[config.mk]
export PLATFORM = sky130hd
export DESIGN_NAME = uart_rx_fifo
export DESIGN_NICKNAME = d
export VERILOG_FILES = /design/src/rtl/uart_rx_fifo_pkg.sv /design/src/rtl/uart_rx_fifo_mem.sv /design/src/rtl/uart_rx_fifo.sv
export SDC_FILE = /design/constraint.sdc
export NUM_CORES = 1
export LEC_CHECK = 0
export CAP_MARGIN = 20
export CORE_ASPECT_RATIO = 2
export CORE_UTILIZATION = 40
export CTS_CLUSTER_DIAMETER = 30
export DETAILED_ROUTE_END_ITERATION = 10
export PLACE_DENSITY = 0.66
export SLEW_MARGIN = 30
export SYNTH_ARGS = -nofsm -noshare
export SYNTH_HDL_FRONTEND = slang
export SYNTH_SLANG_ARGS = --single-unit
[constraint.sdc]
create_clock -name clk_in -period 4.5 [get_ports clk_in]
set_input_delay 1.125 -clock clk_in [delete_from_list [all_inputs] [get_ports clk_in]]
set_output_delay 1.125 -clock clk_in [all_outputs]
set_load 0.005 [all_outputs]
[src/rtl/uart_rx_fifo_pkg.sv]
// Shared defaults for the UART receive path, plus the pointer-width helper
// used wherever the FIFO pointers and the fill count are sized.
package uart_rx_fifo_pkg;
  localparam int UART_DATA_BITS    = 8;
  localparam int UART_RXFIFO_DEPTH = 16;
  localparam int UART_RXFIFO_AFULL = 12;

  // One extra bit beyond the address so full and empty stay distinguishable.
  function automatic int fifo_ptr_bits(input int depth);
    return $clog2(depth) + 1;
  endfunction
endpackage

[src/rtl/uart_rx_fifo_mem.sv]
// Receive FIFO storage: DEPTH x DATA_BITS register array with one write port
// and one asynchronous read port. The array contents are never reset.
module uart_rx_fifo_mem
  import uart_rx_fifo_pkg::*;
#(
  parameter int DATA_BITS = UART_DATA_BITS,
  parameter int DEPTH     = UART_RXFIFO_DEPTH
) (
  input  logic                     clk_in,
  input  logic                     wr_en,
  input  logic [$clog2(DEPTH)-1:0] wr_addr,
  input  logic [DATA_BITS-1:0]     wr_data,
  input  logic [$clog2(DEPTH)-1:0] rd_addr,
  output logic [DATA_BITS-1:0]     rd_data
);

  logic [DATA_BITS-1:0] mem [DEPTH];

  always_ff @(posedge clk_in) begin
    if (wr_en) mem[wr_addr] <= wr_data;
  end

  assign rd_data = mem[rd_addr];

endmodule

[src/rtl/uart_rx_fifo.sv]
// Receive buffer behind the UART deserializer: rising-edge capture of the
// data-ready strobe into a first-word-fall-through FIFO with level/overrun flags.
module uart_rx_fifo
  import uart_rx_fifo_pkg::*;
#(
  parameter int DATA_BITS    = UART_DATA_BITS,
  parameter int DEPTH        = UART_RXFIFO_DEPTH,
  parameter int AFULL_THRESH = UART_RXFIFO_AFULL
) (
  input  logic                   clk_in,
  input  logic                   rst_in,
  input  logic                   rx_rdy_in,
  input  logic [DATA_BITS-1:0]   rx_data_in,
  input  logic                   rd_ready_in,
  output logic                   rd_valid_out,
  output logic [DATA_BITS-1:0]   rd_data_out,
  output logic [$clog2(DEPTH):0] count_out,
  output logic                   full_out,
  output logic                   almost_full_out,
  output logic                   overrun_out,
  input  logic                   clr_ovr_in,
  input  logic                   flush_in
);

  localparam int AW = $clog2(DEPTH);
  localparam int PW = fifo_ptr_bits(DEPTH);
  localparam logic [PW-1:0] DEPTH_C = PW'(DEPTH);
  localparam logic [PW-1:0] AFULL_C = PW'(AFULL_THRESH);
  localparam logic [PW-1:0] PTR_ONE = PW'(1);

  logic [PW-1:0] wr_ptr, rd_ptr, count;
  logic          rdy_q, ovr_q;
  logic          wr_stb, rd_fire, full, wr_acc, ovr_set;

  assign count   = wr_ptr - rd_ptr;
  assign full    = (count == DEPTH_C);
  assign wr_stb  = rx_rdy_in & ~rdy_q;
  assign rd_fire = (count != '0) & rd_ready_in & ~flush_in;
  // A read in the same cycle frees the slot, so a full FIFO can still accept.
  assign wr_acc  = wr_stb & (~full | rd_fire) & ~flush_in;
  assign ovr_set = wr_stb & full & ~rd_fire & ~flush_in;

  always_ff @(posedge clk_in or posedge rst_in) begin
    if (rst_in) begin
      rdy_q  <= 1'b0;
      wr_ptr <= '0;
      rd_ptr <= '0;
      ovr_q  <= 1'b0;
    end else begin
      rdy_q <= rx_rdy_in;
      if (flush_in) begin
        wr_ptr <= '0;
        rd_ptr <= '0;
      end else begin
        if (wr_acc)  wr_ptr <= wr_ptr + PTR_ONE;
        if (rd_fire) rd_ptr <= rd_ptr + PTR_ONE;
      end
      if (ovr_set)         ovr_q <= 1'b1;
      else if (clr_ovr_in) ovr_q <= 1'b0;
    end
  end

  uart_rx_fifo_mem #(
    .DATA_BITS (DATA_BITS),
    .DEPTH     (DEPTH)
  ) u_mem (
    .clk_in  (clk_in),
    .wr_en   (wr_acc),
    .wr_addr (wr_ptr[AW-1:0]),
    .wr_data (rx_data_in),
    .rd_addr (rd_ptr[AW-1:0]),
    .rd_data (rd_data_out)
  );

  assign rd_valid_out    = (count != '0);
  assign count_out       = count;
  assign full_out        = full;
  assign almost_full_out = (count >= AFULL_C);
  assign overrun_out     = ovr_q;

endmodule

---- After elaboration in Yosys (flattened, before gate mapping) ----
Memory sizes are Yosys's and may differ from the RTL's.
Index checks and enable logic that the tools add are counted.
storage, ports and cells
  bits in latches ......................... 0
  input bits .............................. 14
  register bits ........................... 12
  bits in read-only memories .............. 0
  memory bits (writable) .................. 128
  output and inout bits ................... 17
  logic and storage cells ................. 35
  memories kept ........................... 1
operators by class
  equal/unequal tests ..................... 1
  $lt $le $gt $ge ......................... 1
  multipliers ............................. 0
  mux-type cells .......................... 8
  add/sub/neg operators ................... 3
  div/mod/pow operators ................... 0
  bitwise operators ....................... 13
  reductions and logical operators ........ 4
  shift operators ......................... 0
memories
  name       depth  bits a word  rd ports  clocked after memory_dff  wr ports  RTL line                RTL
  u_mem.mem  16     8            1         0                         1         uart_rx_fifo_mem.sv:17  logic [DATA_BITS-1:0] mem [DEPTH];
operators with widths
  kind                                                               number
  two-way mux 5 bit                                                  4
  adder 5 x 1 -> 5 bit, second input constant                        2
  bitwise AND 1 bit                                                  8
  nonzero test 2 bit                                                 3
  == test 5 bit, second input constant                               1
  greater-or-equal comparator 5 x 4 -> 1 bit, second input constant  1
  nonzero test 5 bit                                                 1
  subtractor 5 bit                                                   1
  two-way mux 1 bit                                                  4
  inverter 1 bit                                                     4
  OR 1 bit                                                           1

---- Logic depth before layout (Yosys ltp) ----
  depth in word-level cells ............... 9
  depth in mapped cells ................... 11
  gate-level depth less buffers ........... 10

---- Modules after synthesis ----
A second synthesis with hierarchy kept.
unflattened totals
  cells, all modules ...................... 323
  area, all modules ....................... 5938.2 µm²
by module, submodules not included
  module            area an instance (µm²)  cells each  times used  sequential area each (µm²)
  uart_rx_fifo_mem  4987.3                  221         1           3843.7
  uart_rx_fifo      950.9                   102         1           300.3

---- Least setup slack after synthesis ----
Ideal clock, no wire load.
  kind .................................... register -> output
  start point ............................. register rd_ptr[2]
  end point ............................... output rd_valid_out
  buffers on the path ..................... 3
  data arrival time ....................... 2658 ps
  setup slack ............................. 717 ps
  cell stages (with the launch flop) ...... 11
  required time ........................... 3375 ps
  cells stage by stage .................... dfrtp_1 clkbuf_1 clkbuf_1 clkinv_1 ha_1 xnor2_2 inv_2 a211o_4 a22oi_1 clkbuf_1 inv_1
between the ends
  longest elaborated chain between the ends .. 2
ends and longest elaborated chain
  what                      RTL line            RTL
  start: declaration        uart_rx_fifo.sv:31  logic [PW-1:0] wr_ptr, rd_ptr, count;
  start signal: assignment  uart_rx_fifo.sv:56  if (rd_fire) rd_ptr <= rd_ptr + PTR_ONE;
  subtractor 5 bit          uart_rx_fifo.sv:35  assign count = wr_ptr - rd_ptr;
  net count_out[2]          uart_rx_fifo.sv:17  output logic [$clog2(DEPTH):0] count_out,
  nonzero test 5 bit        uart_rx_fifo.sv:75  assign rd_valid_out = (count != '0);
  end: declaration          uart_rx_fifo.sv:15  output logic rd_valid_out,
The timed path passes the listed nets, and every way through them passes these cells.

---- Worst setup path in the final report ----
  start point ............................. register wr_ptr[0]
  end point ............................... output rd_valid_out
between the ends
  longest elaborated chain between the ends .. 2
ends and longest elaborated chain
  what                      RTL line            RTL
  start: declaration        uart_rx_fifo.sv:31
  start signal: assignment  uart_rx_fifo.sv:55  if (wr_acc) wr_ptr <= wr_ptr + PTR_ONE;
  subtractor 5 bit          uart_rx_fifo.sv:35
  nonzero test 5 bit        uart_rx_fifo.sv:75
No other way between the ends.

==> flow_summary.json <==
{
  "vias_per_cell": 5.393,
  "core-area_um2": 14350,
  "synth-seq-area-share": 0.7023,
  "switchingPower_mw": 1.019,
  "p_leak_nw": 2.397,
  "grtUsageTotal": 0.1942,
  "startpoint_type": "register",
  "place_congestion": 0.9087,
  "cts_tree": "done",
  "ys.flop_type": "edfxtp_1",
  "hpwl_um": 9340,
  "power.density_nw_per_um2": 541.9,
  "dr.pass1.iters": 4,
  "maxCapViolCount": 0,
  "antenna_found_initial": 0,
  "period_share": 0.9144,
  "layout.cells.non_filler": 600,
  "slowest_stage": "clkdlybuf4s50_1",
  "vias": 3236,
  "grt_pass1_vias": 3545,
  "placed_area_um2": 6526,
  "crit_chain": "inv_1 > ha_1 > inv_1 > fa_1 > xnor2_2 > inv_2 > a211o_4 > a22oi_1 > inv_1 > clkdlybuf4s50_1",
  "crit_path_max_fanout": 5,
  "clkTransAtPathRegs_ps": 60,
  "io_buffers": 30,
  "worstMarginPinSlew_ps": 990.4,
  "startpoint": "wr_ptr[0]",
  "critPathArrivalTime_ps": 2990,
  "ys_async_sr_fraction": 0.08571,
  "die_w_um": 87.88,
  "syn_nets": 369,
  "ys_types": 47,
  "ctsHoldBuffers": 0,
  "cts-resized-gates": 0,
  "nets": 420,
  "timing.slew.headroom": 0.3397,
  "drtIter0Drc": 225,
  "outcome": "finished clean",
  "hp-start": "overrun_out",
  "skew_ps": 8.569,
  "synth_edf_count": 128,
  "end_kind": "output port",
  "wl_per_cell_um": 22.34,
  "cts_sinks": 140,
  "num_rows": 62,
  "maxSlewViolCount": 0,
  "finalHoldViolCount": 0,
  "io_pins": 31,
  "drt_wl_total_um": 13410,
  "synth_area_per_cell_um2": 17.10,
  "clock_latency_ps": 430,
  "syn_to_final_growth_pct": 21.12,
  "clock_path_buffers": 2,
  "crit_type": "register to output port",
  "p_clk_frac": 0.377,
  "syn_area_um2": 5901,
  "diodes": 0,
  "p_int_mw": 2.854,
  "peakVddDrop_mv": 0.2006,
  "drc": 0,
  "cts_made_buffers": 17,
  "pwr-share-seq": 0.373,
  "synth_seq_cells": 140,
  "final_area_um2": 7147,
  "finalSetupTns_ps": 0,
  "die_y_um": 173.8,
  "period_needed_ps": 4115,
  "syn_inst": 345,
  "yosysWarnings": 0,
  "ant_nets": 0,
  "swShare": 0.2632,
  "htree_levels": 4,
  "grt_overflow_total": 0,
  "cts_setup_buffers": 0,
  "grt_pass1_wl_um": 20400,
  "grt_start_max_net_pins": 37,
  "setup_viol": 0,
  "fmax_mhz": 243.0,
  "cp_common_cell": "inv_1",
  "cts-root-buf": "clkbuf_16",
  "whs_ps": 608.2,
  "dieArea_um2": 15270,
  "worstReg2RegStart": "wr_ptr[0]",
  "worstHoldPathType": "register to register",
  "start_util": 0.4112,
  "drive_gt1_frac": 0.2377,
  "slowest_delay_ps": 450,
  "dp_cells": 569,
  "pwr-share-comb": 0.250,
  "rsz0062_at_grt": "false",
  "cp.required_ps": 3380
}
registers in the layout (all words and copies together), names as in the netlist:
register and flops:
rd_ptr 5, u_mem.mem 128, overrun_out 1, rdy_q 1
wr_ptr 5
per-stage QoR:
step | utilization | setup WS, ps | total power [mW]
finish | 0.4980 | 385.1 | 3.873
global placement | 0.4548 | 877.9 | 2.429
CTS | 0.4980 | 370.3 | 3.893
floorplan | - | 716.7 | 2.069
global route | 0.4980 | 232.2 | 4.015
detailed placement | 0.4548 | 834.2 | 2.442
worst paths after layout:
kind,endpoint,slack (ps),depth (start not counted)
worst max-delay path,rd_valid_out,390,10
worst min-delay path,overrun_out,610,2
worst max register to register,u_mem.mem[5][4],970,11
worst min register to register,overrun_out,610,2
max in group asynchronous,rd_ptr[0],3050,2
min in group asynchronous,wr_ptr[3],1050,2
power by group through the flow:
stage	Clock, mW	Sequential, mW	Combinational, mW
CTS	1.47	1.44	0.974
detailed placement	0	1.47	0.971
global placement	0	1.47	0.958
global route	1.52	1.45	1.04
floorplan	0	1.47	0.599
finish	1.46	1.45	0.967
synthesized netlist by cell type, types with 2 or more instances:
master    instances  share of area
a21oi_1          10         0.0085
a31oi_1           8         0.0085
and3_1            9         0.0095
buf_2             4         0.0034
clkbuf_1          9         0.0057
clkinv_1          2         0.0013
dfrtp_1          12          0.051
edfxtp_1        128           0.65
ha_1              9          0.019
inv_1            12         0.0076
mux4_2           32           0.12
nand2_1          40          0.025
nand2b_1          3         0.0032
nand3_1           3         0.0025
nand3b_1          3         0.0038
nand4_1           3         0.0032
nor2_1           16          0.010
nor2b_1           2         0.0021
nor4_1            2         0.0021
nor4b_1           4         0.0059
o21ai_0           5         0.0042
o31ai_1           2         0.0025
or3_1             3         0.0032
routing by layer:
| layer | global-route usage | part of all wire | vias up | wire length [um] |
|---|---|---|---|---|
| met5 | 0 | 0 | - | 0 |
| met4 | 0.1434 | 0.048 | 0 | 646 |
| met3 | 0.03810 | 0.032 | 28 | 435 |
| met2 | 0.3437 | 0.57 | 89 | 7659 |
| met1 | 0.1925 | 0.35 | 1670 | 4663 |
| li1 | - | - | 1449 | - |
worst max-delay path: cells and delay by family, from the launching register on:
family	cells	cell delay [ps]
buf+inv	5	770
flops	1	420
compound gates	2	560
xor+xnor	1	210
fa+ha+maj	2	610
placed cells by master (no fill, tap or decap), drive strengths merged, types with 2 or more instances in the layout:
master         netlist  routed
a21oi               10      10
a31oi                8       8
and3                 9       9
buf                  6      17
bufinv               0       4
clkbuf               9      17
clkdlybuf4s50        0      30
clkinv               2       7
clkinvlp             0       3
dfrtp               12      12
edfxtp             128     128
ha                   9       9
inv                 13      15
mux2                 2       2
mux4                32      32
nand2               40      40
nand2b               3       3
nand3                3       3
nand3b               3       3
nand4                3       3
nor2                17      17
nor2b                2       2
nor4                 2       2
nor4b                4       4
o21ai                5       5
o31ai                2       2
or3                  4       4
or4                  2       2
xnor2                2       2
kinds of logic (layout without fill, tap and decap cells):
family,after synthesis,after routing,share of synthesized area
muxes,35,35,0.1283
AOI/OAI and AO/OA,32,32,0.03902
xor gates and xnor gates,3,3,0.005726
buffers and inverters,30,93,0.02120
and+or+nand+nor,95,95,0.08100
DFF,140,140,0.7023
adders and majority gates,10,10,0.02248
area by class of cell:
| cell class | instances | area, um^2 |
|---|---|---|
| Clock buffer | 17 | 425.4 |
| Clock inverter | 14 | 195.2 |
| Fill cell | 1167 | 7204 |
| Inverter | 15 | 56.30 |
| Multi-Input combinational cell | 175 | 1657 |
| Sequential cell | 140 | 4145 |
| Tap cell | 192 | 240.2 |
| Timing Repair Buffer | 47 | 427.9 |
No activity file was read; power rests on OpenSTA's default activity.
